$ cat src/rtl/lfsr_sched.sv
// lfsr_sched: 5-bit Fibonacci LFSR stepped by a programmable tick divider. Each
// fresh value is handed to exactly one requester through round-robin arbitration.
module lfsr_sched #(
    parameter int NUM_REQ = 4,
    parameter int DIV_W   = 16
) (
    input  logic               clk,
    input  logic               reset,
    input  logic [DIV_W-1:0]   div_val,
    input  logic               step_en,
    input  logic [NUM_REQ-1:0] req,
    output logic [NUM_REQ-1:0] gnt,
    output logic [4:0]         rnd_data,
    output logic               rnd_valid,
    output logic [4:0]         lfsr_q,
    output logic               tick
);

    localparam int PTR_W = $clog2(NUM_REQ);

    typedef enum logic [1:0] {
        EMPTY,
        READY,
        GRANT
    } state_t;

    state_t             state;
    logic [DIV_W-1:0]   count;
    logic [PTR_W-1:0]   rr_ptr;

    logic               wrap;
    logic               advance;
    logic [4:0]         lfsr_next;
    logic [PTR_W:0]     pick;
    logic               pick_vld;
    logic [PTR_W-1:0]   pick_idx;

    // First set request at or after the pointer, wrapping; MSB flags a hit.
    function automatic logic [PTR_W:0] rr_pick(input logic [NUM_REQ-1:0] r,
                                                input logic [PTR_W-1:0]   ptr);
        logic             found;
        logic [PTR_W-1:0] sel;
        logic [PTR_W-1:0] cand;
        found = 1'b0;
        sel   = '0;
        for (int k = 0; k < NUM_REQ; k++) begin
            cand = PTR_W'((int'(ptr) + k) % NUM_REQ);
            if (!found && r[cand]) begin
                found = 1'b1;
                sel   = cand;
            end
        end
        return {found, sel};
    endfunction

    function automatic logic [PTR_W-1:0] ptr_after(input logic [PTR_W-1:0] sel);
        return PTR_W'((int'(sel) + 1) % NUM_REQ);
    endfunction

    assign wrap      = (count >= div_val);
    assign advance   = step_en && wrap;
    assign lfsr_next = {lfsr_q[3:0], lfsr_q[4] ^ lfsr_q[2]};
    assign pick      = rr_pick(req, rr_ptr);
    assign pick_vld  = pick[PTR_W];
    assign pick_idx  = pick[PTR_W-1:0];

    always_ff @(posedge clk) begin
        if (!reset) begin
            state     <= EMPTY;
            count     <= '0;
            rr_ptr    <= '0;
            lfsr_q    <= 5'b00001;
            tick      <= 1'b0;
            gnt       <= '0;
            rnd_valid <= 1'b0;
            rnd_data  <= '0;
        end else begin
            gnt       <= '0;
            rnd_valid <= 1'b0;
            tick      <= 1'b0;

            if (step_en) begin
                if (wrap) begin
                    count <= '0;
                    tick  <= 1'b1;
                end else begin
                    count <= count + DIV_W'(1);
                end
            end

            // The all-zero state would lock the LFSR forever, so it wins over an advance.
            if (lfsr_q == 5'b00000) begin
                lfsr_q <= 5'b00001;
            end else if (advance) begin
                lfsr_q <= lfsr_next;
            end

            case (state)
                EMPTY: begin
                    if (advance) begin
                        state <= READY;
                    end
                end
                READY: begin
                    if (|req) begin
                        state <= GRANT;
                    end
                end
                GRANT: begin
                    if (pick_vld) begin
                        gnt       <= NUM_REQ'(1) << pick_idx;
                        rnd_data  <= lfsr_q;
                        rnd_valid <= 1'b1;
                        rr_ptr    <= ptr_after(pick_idx);
                        // A value arriving on the grant edge is fresh and still unclaimed.
                        state     <= advance ? READY : EMPTY;
                    end else begin
                        state <= READY;
                    end
                end
                default: begin
                    state <= EMPTY;
                end
            endcase
        end
    end

endmodule

$ cat config.mk
export PLATFORM = sky130hd
export DESIGN_NAME = lfsr_sched
export DESIGN_NICKNAME = d
export VERILOG_FILES = /design/src/rtl/lfsr_sched.sv
export SDC_FILE = /design/constraint.sdc
export NUM_CORES = 1
export LEC_CHECK = 0
export ABC_AREA = 1
export BUFFER_PORTS_ARGS = -buffer_cell sky130_fd_sc_hd__buf_2
export CAP_MARGIN = 20
export CORE_MARGIN = 1.5
export CORE_UTILIZATION = 56
export CTS_CLUSTER_SIZE = 14
export DETAILED_ROUTE_END_ITERATION = 12
export MAX_ROUTING_LAYER = met4
export PLACE_DENSITY = 0.83
export SLEW_MARGIN = 5
export SYNTH_ARGS = -nofsm -noshare
export SYNTH_HDL_FRONTEND = slang
export SYNTH_SLANG_ARGS = --single-unit
$ cat constraint.sdc
create_clock -name clk -period 2.2 [get_ports clk]
set_clock_uncertainty 0.1 [all_clocks]
set_input_delay 0.44 -clock clk [delete_from_list [all_inputs] [get_ports clk]]
set_output_delay 0.44 -clock clk [all_outputs]
set_load 0.02 [all_outputs]
==> out/results.tsv <==
stage	metric	value	unit
clock_tree	Max clock buf depth	2	
die	effective utilization at floorplan	59.0	%
drt	DRT iter0 DRCs	45	
die	die area	4300	µm²
min_path	worst min-delay path class	in -> reg	
final_layout	Final #Nets	405	
drt	TritonRoute pass-1 iters	4	
final_layout	commonest non-fill, non-tap cell in the layout	nand2_1	
sta	Slew headroom	77.8	%
setup_path	FF-to-FF path depth	8	
synth	Syn Std Cell Area	2190	µm²
pwr	sequential share of power	52.7	%
job	maxcap violations	0	
sta	Hold Violations, Final	0	
die	row count	22	
pwr	clock share of power	38.6	%
global_routing	pin count of the biggest net entering global routing	16	
setup_path	crit start category	flip-flop	
clock_tree	Post-CTS Resized	0	
clock_tree	cts bufs inserted	5	
setup_path	RR Endpoint	count[14]$_SDFFE_PN0P_	
synth	Mean Syn Cell Area	6.76	µm²
min_path	Hold EP	count[1]$_SDFFE_PN0P_	
final_layout	share of layout cells above drive strength 1	16.9	%
sta	Worst-Margin Slew	0.330	ns
setup_path	critical path arrival	2.08	ns
synth	top cell type by total area after synthesis	dfxtp_1	
clock_tree	CTS root buf	clkbuf_8	
clock_tree	clk sinks	36	
drt	antenna viol nets, final	0	
die	IO Pins	39	
drt	routed wire length	4.27	mm
synth	top cell type's share of synthesized area	32.9	%
synth	Post-synth EDFFs	0	
pwr	P per Cell Area	498	nW/µm²
synth	main area contributors after synthesis	dfxtp_1 (33%), nand2_1 (14%), ha_1 (9.7%), inv_1 (8.2%), nor2_1 (7.4%)	
pwr	P_int	953	µW
global_routing	GRT overflow	0	
synth	Async S/R FF share, synth	0	%
setup_path	cells along the critical path	ha_1, nand2_1, nor4_2, nand3_1, nand3_1, nand2_1, nand2_2, nor2_1	
pwr	switching share of power	23.6	%
clock_tree	number of post-CTS setup repair buffers	0	
min_path	hold path depth	4	
global_routing	initial antenna violation count	0	
final_layout	antenna cells	0	
drt	DRC errors left	0	
setup_path	CP top delay family	simple AND/OR/NAND/NOR gates	
setup_path	Reg-to-Reg Start	count[15]$_SDFFE_PN0P_	
pwr	switching power of the nets	295	µW
synth	Seq/Total Area, Yosys	32.9	%
pwr	Worst IR Drop VDD	0.411	mV
sta	unrepaired setup endpoints after global routing	false	
clock_tree	CTS tree	built	
final_layout	utilization after layout	67.5	%
drt	vias per cell	4.89	
final_layout	commonest cells after routing, fill and taps aside	nand2_1 (80), inv_1 (48), nor2_1 (43)	
synth	main flop type after synthesis	dfxtp_1	
setup_path	Setup crit end kind	flip-flop	
clock_tree	Clk Latency, worst-skew pair	0.29	ns
final_layout	synthesis-to-layout area growth	14.4	%
setup_path	CP peak stage delay	0.38	ns
drt	WL/cell	10.3	µm
synth	Syn. warnings	0	
global_routing	first-pass GRT wire length	7.44	mm
die	chip height	65.5	µm
setup_path	Data required, critical path	2.27	ns
setup_path	worst-path fanout max	14	
synth	Syn Nets	364	
sta	Final min period	2.01	ns
clock_tree	clk slew on worst S/H paths	0.07	ns
global_routing	vias in the first global route	1837	
drt	Via Count	2023	
die	Die Wd	65.5	µm
sta	Final setup viols	0	
clock_tree	CTS Hold Bufs	0	
sta	post-route clock period utilization	91.2	%
placed_design	PortBufs	38	
synth	Synth cell types	30	
setup_path	r2r setup slk	0.19	ns
clock_tree	H-tree Lvls	2	
die	Core ar.	3720	µm²
setup_path	WS Path Type	reg -> reg	
placed_design	Detail Placement HPWL	3.39	mm
pwr	Leak	1.37	nW
setup_path	WP buf/inv	0	
outcome	outcome	complete, no violations	
synth	Syn Inst Count	324	
min_path	min-delay src	step_en	
global_routing	GR Util All Layers	22.8	%
setup_path	slowest library cell on the worst path	nor4_2	
sta	Hold WS	0.374	ns
pwr	Comb power frac	8.7	%
placed_design	GP Congestion	0.869	
sta	Max Slew Vio Count	0	
sta	maximum clock rate	498	MHz
synth	Synth Register Bits	36	
[power by group through the flow]
| stage | logic (mW) | registers [mW] | clock network, mW |
|---|---|---|---|
| 6_report | 0.109 | 0.657 | 0.481 |
| 5_1_grt | 0.128 | 0.657 | 0.527 |
| 4_1_cts | 0.110 | 0.657 | 0.494 |
| 3_5_place_dp | 0.109 | 0.672 | 0 |
| 3_3_place_gp | 0.104 | 0.672 | 0 |
| 2_1_floorplan | 0.0756 | 0.671 | 0 |
[state kept, by name, summed over array words and instances (netlist names)]
| name | flops |
|---|---|
| rr_ptr | 2 |
| rnd_data | 5 |
| gnt | 4 |
| rnd_valid | 1 |
| count | 16 |
| state | 2 |
| lfsr_q | 5 |
| tick | 1 |
[Yosys cell counts, types with 3 or more instances]
cell type and n:
nand3_1 18, nor2_1 43, inv_1 48, ha_1 17, nand2_1 80, o21ai_0 15, buf_4 7, xnor2_1 3
a21oi_1 21, xor2_1 7, dfxtp_1 36, nand4_1 7
[cell type report]
cell class              count  area (µm²)
fillers                   357        1210
multi-input cells         227        1200
flip-flops and latches     36         721
repair buffers             45         243
inverters                  50         190
clock buffers               8        90.1
well taps                  48        60.1
[cell families after synthesis]
group           count (synthesis)  synth area share (%)
fa+ha+maj                      17                  9.71
flops                          36                  32.9
compound gates                 40                  9.59
xor+xnor                       10                  4.00
buf+inv                        61                  12.2
simple gates                  160                  31.6
[worst reg2reg max path: stages, from the launching register on]
cell and delay [ns]:
dfxtp_1 0.33, ha_1 0.30, nand2_1 0.09, nor4_2 0.38
nand3_1 0.15, nand3_1 0.14, nand2_1 0.08, nand2_2 0.23
nor2_1 0.08
[worst max path at each step]
| stage | from | to | slack, ns | depth (start not counted) |
|---|---|---|---|---|
| 4_1_cts | count[15]$_SDFFE_PN0P_ | count[14]$_SDFFE_PN0P_ | 0.19 | 8 |
| 2_1_floorplan | div_val[15] | count[11]$_SDFFE_PN0P_ | 0.28 | 10 |
| 5_1_grt | count[15]$_SDFFE_PN0P_ | count[2]$_SDFFE_PN0P_ | 0.004 | 8 |
| 6_report | count[15]$_SDFFE_PN0P_ | count[14]$_SDFFE_PN0P_ | 0.19 | 8 |
| 3_3_place_gp | div_val[15] | count[12]$_SDFFE_PN0P_ | 0.08 | 10 |
| 3_5_place_dp | div_val[15] | count[14]$_SDFFE_PN0P_ | -0.007 | 10 |
[per-stage QoR]
step           power, mW  cell area, µm²  TNS, ns  setup WS (ns)  instances
4_1_cts             1.26            2510        0          0.192        414
6_report            1.25            2510        0          0.194        414
3_5_place_dp       0.781            2420  -0.0182       -0.00696        406
5_1_grt             1.31            2510        0        0.00374        414
2_1_floorplan      0.747            2190        0          0.276        324
3_3_place_gp       0.776            2420        0         0.0782        406
[routing by layer]
layer  GRT usage (%)  routed length, µm  up-vias
li1                -                  -     1099
met1            26.6               2040      882
met2            38.3               2020       37
met3            6.16                173        5
met4            7.03                 39        0
met5               -                  0        -
No activity file was read; power rests on OpenSTA's default activity.
